<file path="config.mk">
export PLATFORM = sky130hd
export DESIGN_NAME = req_arbiter_8
export DESIGN_NICKNAME = d
export VERILOG_FILES = /design/src/rtl/req_arbiter_8.sv
export SDC_FILE = /design/constraint.sdc
export NUM_CORES = 1
export LEC_CHECK = 0
export CORE_UTILIZATION = 33
export CTS_CLUSTER_SIZE = 12
export DETAILED_ROUTE_END_ITERATION = 10
export PLACE_DENSITY = 0.47
export SLEW_MARGIN = 10
export SYNTH_ARGS = -nofsm -noshare
export SYNTH_HDL_FRONTEND = slang
export SYNTH_SLANG_ARGS = --single-unit
export TNS_END_PERCENT = 10
</file>
<file path="constraint.sdc">
create_clock -name clk -period 5.95 [get_ports clk]
set_input_delay 0.595 -clock clk [delete_from_list [all_inputs] [get_ports clk]]
set_output_delay 0.595 -clock clk [all_outputs]
set_load 0.1 [all_outputs]
</file>
<file path="src/rtl/req_arbiter_8.sv">
// req_arbiter_8: 8-client arbiter with fixed/round-robin priority, grant hold and bounded-tenure preemption
module req_arbiter_8 #(
  parameter int MAX_HOLD = 16
) (
  input  logic       clk,
  input  logic       rst_n,
  input  logic [7:0] req,
  input  logic       prio_mode,
  output logic [7:0] gnt,
  output logic [2:0] gnt_id,
  output logic       gnt_valid,
  output logic       idle
);
  typedef enum logic {IDLE, GRANT} state_t;
  localparam logic [7:0] HOLD_LAST = 8'(MAX_HOLD - 1);
  state_t     state;
  logic [2:0] rr_ptr;
  logic [7:0] hold_cnt;
  logic [7:0] others;
  logic [2:0] ptr;
  logic [2:0] nxt;
  logic       release_o;
  logic       preempt;
  logic       arb;
  function automatic logic [2:0] pick(input logic [7:0] vec, input logic [2:0] start);
    logic [2:0] r;
    logic [2:0] idx;
    r = start;
    for (int i = 7; i >= 0; i--) begin
      idx = start - 3'(i);
      if (vec[idx]) r = idx;
    end
    return r;
  endfunction
  // gnt is zero in IDLE, so others equals req there; on release req[owner] is already 0
  assign others    = req & ~gnt;
  assign ptr       = prio_mode ? rr_ptr : 3'd7;
  assign nxt       = pick(others, ptr);
  assign release_o = state == GRANT && !req[gnt_id];
  assign preempt   = state == GRANT && hold_cnt == HOLD_LAST && |others;
  assign arb       = (state == IDLE || release_o) ? |req : preempt;
  assign idle      = req == 8'd0;
  always_ff @(posedge clk or negedge rst_n) begin
    if (!rst_n) begin
      state     <= IDLE;
      gnt       <= 8'd0;
      gnt_id    <= 3'd0;
      gnt_valid <= 1'b0;
      rr_ptr    <= 3'd7;
      hold_cnt  <= 8'd0;
    end else if (arb) begin
      state     <= GRANT;
      gnt       <= 8'd1 << nxt;
      gnt_id    <= nxt;
      gnt_valid <= 1'b1;
      rr_ptr    <= nxt - 3'd1;
      hold_cnt  <= 8'd0;
    end else if (release_o) begin
      state     <= IDLE;
      gnt       <= 8'd0;
      gnt_id    <= 3'd0;
      gnt_valid <= 1'b0;
    end else if (state == GRANT && hold_cnt != HOLD_LAST) begin
      hold_cnt  <= hold_cnt + 8'd1;
    end
  end
endmodule

</file>
**Word-level counts from Yosys, hierarchy flattened**

Index checks and enable logic that the tools add are counted.

- Register bits: 23
- Bits of input ports: 11
- Output and inout port bits: 13
- Logic and storage cells: 79

- $add $sub $neg: 9
- Order comparisons: 9
- Equality and inequality tests: 3
- Shift operators: 1
- Muxes and demuxes: 37
- Bitwise logic cells: 3
- Reduce and logical (&&, ||, !) cells: 12

Operators by type and width:

| kind | count |
|---|---|
| $mux 8 | 5 |
| $lt 3x4->1 const B | 9 |
| $mux 3 | 11 |
| $bmux 1 s3 | 9 |
| $reduce_or 8->1 | 2 |
| $mux 1 | 12 |
| $sub 3x3->3 const B | 4 |
| $add 8x1->8 const B | 1 |
| $and 8x8->8 | 1 |
| $eq 8x4->1 const B | 1 |
| $logic_not 8->1 | 1 |
| $ne 8x4->1 const B | 1 |
| $not 8->8 | 1 |
| $shl 1x3->8 const A | 1 |
| $sub 3x1->3 const B | 2 |
| $sub 3x2->3 const B | 2 |
| $logic_and 1x1->1 | 4 |
| $reduce_bool 2->1 | 2 |
| $ne 2x1->1 const B | 1 |
| $reduce_and 2->1 | 1 |
| $logic_not 1->1 | 1 |
| $logic_or 1x1->1 | 1 |
| $not 1->1 | 1 |

**Logic depth before layout (Yosys ltp)**

- Depth in word-level cells: 14
- Depth in mapped cells: 13

**Least setup slack after synthesis**

No wires, ideal clock.

- Path type: input -> register
- From: input prio_mode
- To: register rr_ptr[2]
- Library setup time: 0.075 ns
- Arrival time: 2.962 ns
- Required time: 5.875 ns
- Slack: 2.913 ns
- Stages on the path: 11
- Path buffers: 2
- Cell sequence: nand2b_1 -> buf_6 -> buf_4 -> ha_1 -> xnor2_2 -> mux2_2 -> a21oi_1 -> o211ai_1 -> a211oi_4 -> a21boi_4 -> mux2i_1

- Longest elaborated chain between the ends: 13
- Elaborated cells between the ends (all ways): 33
- Classes of those cells: add/sub: 8; mux: 25

Ends and longest elaborated chain:

| element | line | RTL |
|---|---|---|
| from (decl) | 8 | `input logic prio_mode,` |
| $mux 3 (*) | 37 | `assign ptr = prio_mode ? rr_ptr : 3'd7;` |
| $sub 3x3->3 | 30 | `idx = start - 3'(i);` |
| $bmux 1 s3 | 31 | `if (vec[idx]) r = idx;` |
| $mux 1 (not written as such) | 31 |  |
| $mux 3 (7 in series) | 31 |  |
| $mux 3 (*) | 31 |  |
| $sub 3x1->3 (*) | 56 | `rr_ptr <= nxt - 3'd1;` |
| to (signal assigned) | 56 |  |
| to (decl) | 17 | `logic [2:0] rr_ptr;` |

Mark *: on every way between the ends. The rest lies on a longest branch, timed or not. The select of a mux whose other input is x is not followed.
A chain may end at the register's enable or synchronous reset.

**Final worst setup path**

Same ends and word-level chain as after synthesis.

==> key figures <==
Timing
  – Post-route minimum period: 4.190 ns
  – RSZ-0062 raised after global routing: false
  – Hold_ws: between 0.3 and 0.4 ns
  – Slew Limit Fails: 0
  – FMAX: between 200 and 250 MHz
  – Fin Clk Skew: between 0.006 and 0.007 ns
  – Tightest Pin Transition: 0.9708 ns
  – Final setup TNS: 0 ns
  – Final worst path period share: slightly above 70%
  – Max_slew headroom: 35.08%
  – Final setup violation count: 0
  – Fin. Hold Viols: 0
  – Setup WS post-layout: about 1.8 ns

Floorplan
  – Die footprint: 7579 sq um
  – Initial Util: about a third
  – Die height: ~87 microns
  – Core area: 6907 sq um
  – Top Ports: 24
  – Core Rows: 30
  – Die X: 87.06 microns

Logic synthesis
  – Synth area leaders: dfrtp_1 (21%), mux4_2 (10%), mux2i_1 (7.1%)
  – Share of the synthesized area in the top cell type: 20.96%
  – EDFF count, synth: 0
  – Mean Syn Cell Area: 10.03 sq um
  – Async S/R FF share, synth: 100.0%
  – Most frequent cells after synthesis: dfrtp_1 (20), mux2i_1 (17), nor2_1 (16)
  – Synth Area in Adders: 1.572%
  – Cells after Synth: 238
  – Syn. warnings: 0
  – Synthesized Nets: between 200 and 300
  – Most common cell in the synthesized netlist: dfrtp_1
  – Synthesized area: 2387 sq um
  – Synth Register Bits: 23
  – Post-synth top flop: dfrtp_1
  – Post-synthesis mux area share: 25.37%
  – Post-synthesis compound-gate area fraction: between 20% and 30%
  – Unique masters post-synth: between 60 and 70
  – Post-Synth XOR/XNOR Area: under 10%
  – Largest area contributor in the netlist: dfrtp_1
  – Sequential element share of the synthesized area: 24.27%
  – Simple-gate share of the synthesized area: 19.76%
  – Largest family of logic cells by synthesized area: multiplexers

Power and ir drop
  – Gate power share: 77.6%
  – NetSw: 0.9073 mW
  – Seq pwr share: around 16%
  – Tot Pwr: between 1.5 and 2 mW
  – Internal power: around 0.76 mW
  – Leakage: 1.088 nW
  – Sw Ratio: between 50% and 60%
  – Peak VDD IR: 0.0003068 V
  – Clock power share: 6.0%
  – Power density over cell area: 612.8 nW/um^2

Clocking
  – Post-CTS sizing: 0
  – CTS tree: done
  – Setup Buffers After CTS: 0
  – Total CTS buffers: 3
  – CTS Sinks: 23
  – Root Buffer: clkbuf_8
  – Clock slew seen by the registers of the worst setup and hold paths: 0.09 ns
  – Post-cts hold buffer count: 0
  – CTS max path bufs: 2
  – Worst skew pair latency: about 0.27 ns
  – H-tree Lvls: 1

Routing
  – Routed Wire Length: ~6900 microns
  – Wire per inst: 19.52 microns
  – Via count: 1,999
  – 1st-pass router iterations: 4
  – Via density: between 5 and 6
  – Final ANT Viol Nets: 0
  – 1st-iter DRT viols: 173
  – DRC: 0

Global routing
  – Largest net degree at the start of global routing: 24
  – Initial antenna violation count: 0
  – Overflow after GRT: 0
  – Vias in the first global route: 1,961
  – GRT Total Usage: 19.65%
  – First-pass GRT wire length: 11,200 microns

Setup path
  – Required time worst endpoint: 6.16 ns
  – Critical path startpoint category: primary input
  – Critical path class: in -> reg
  – Critical path capture point type: register
  – CP Max Fanout: 15
  – R2r startpoint: rr_ptr[1]$_DFFE_PN1N_
  – WP data arrival: 4.40 ns
  – Critical path startpoint: prio_mode

Layout
  – Area growth, synth to finish: 14.26%
  – Nets: between 200 and 300
  – Layout cells sized above 1: 19.38%
  – Post-route cell area: 2728 sq um
  – Ant. Diodes: 0

Placement
  – DPL Wire Length: between 5000 and 6000 microns
  – Place WS: 1.496 ns
  – Port bufs: 23
  – Final GP Congestion: 0.8022
  – Cell Area, Placed: 2686 sq um

Hold path
  – Hold WC Path Type: in -> async

Flow run
  – Max-cap violation count: 0

Outcome
  – Status: completed
-- logic make-up (layout without fill, tap and decap cells) --
kind of cell,Yosys count,count (layout)
muxes,41,41
xor gates and xnor gates,11,11
AOI/OAI and AO/OA,58,58
DFF,23,23
and+or+nand+nor,82,82
adders and majority gates,3,3
buffers and inverters,20,40
-- power groups by stage --
stage | clock, mW | combinational (mW) | sequential [mW]
after CTS | 0.105 | 1.30 | 0.276
after floorplan | 0 | 0.868 | 0.425
final | 0.100 | 1.30 | 0.275
after global routing | 0.111 | 1.39 | 0.282
after global placement | 0 | 1.30 | 0.278
after detailed placement | 0 | 1.30 | 0.278
-- flip-flops by register name, summed over array words and instances, names as in the netlist --
name,cells
gnt_id,3
state,1
gnt,8
rr_ptr,3
hold_cnt,8
-- routing by layer --
layer,GRT usage (%),share of wire (%)
met3,1.327,3.3
met2,30.99,47
met1,29.27,49
met5,0,0
met4,4.545,1.4
-- path summary, 6_finish.rpt --
| check | to | cells past startpoint | slack [ns] |
|---|---|---|---|
| setup / recovery | rr_ptr[2]$_DFFE_PN1N_ | 11 | 1.76 |
| hold / removal | gnt_id[0]$_DFFE_PN0P_ | 1 | 0.30 |
| setup reg to reg | rr_ptr[2]$_DFFE_PN1N_ | 10 | 2.19 |
| hold reg to reg | gnt_id[2]$_DFFE_PN0P_ | 1 | 0.55 |
| max in group asynchronous | rr_ptr[1]$_DFFE_PN1N_ | 1 | 5.28 |
| min in group clk | gnt_id[2]$_DFFE_PN0P_ | 1 | 0.55 |
-- critical path, stage by stage --
cell and delay [ns]:
clkdlybuf4s50_1 0.64, nand2b_1 0.48, inv_2 0.20, ha_1 0.29
xnor2_1 0.36, mux2_2 0.42, mux2i_4 0.22, o211ai_1 0.20
a211oi_4 0.49, a21boi_4 0.29, mux2i_1 0.20
-- metrics by stage --
step,instances,utilization [%]
floorplan,238,-
global placement,350,38.89
detailed placement,350,38.89
CTS,354,39.57
global route,354,39.49
finish,354,39.49
-- cell type report --
type / instances / area, sq um
Sequential cell: 23 / 579.3
Clock inverter: 1 / 5.005
Fill cell: 720 / 4179
Multi-Input combinational cell: 195 / 1698
Tap cell: 96 / 120.1
Clock buffer: 3 / 41.29
Timing Repair Buffer: 25 / 240.2
Inverter: 11 / 43.79
-- cells in the final DEF, fill, tap and decap left out, drive strengths merged, types with 2 or more instances in the layout --
cell type	Yosys	layout
clkdlybuf4s50	0	22
dfrtp	20	20
mux2i	19	19
nor2	16	16
nand2	15	15
mux4	12	12
nand2b	11	11
inv	11	11
o21ai	11	11
mux2	10	10
nor2b	9	9
a21oi	8	8
nand3	7	7
xor2	7	7
o211ai	5	5
nor4	4	4
a22o	4	4
xnor2	4	4
nand4	3	3
o31ai	3	3
a31oi	3	3
a21o	3	3
ha	3	3
clkbuf	2	3
dfstp	3	3
a311oi	3	3
nor3	3	3
and4	3	3
buf	7	3
a211oi	3	3
or2	2	2
or4bb	2	2
o32a	2	2
a32o	2	2
and2	2	2
No activity file was read; power rests on OpenSTA's default activity.
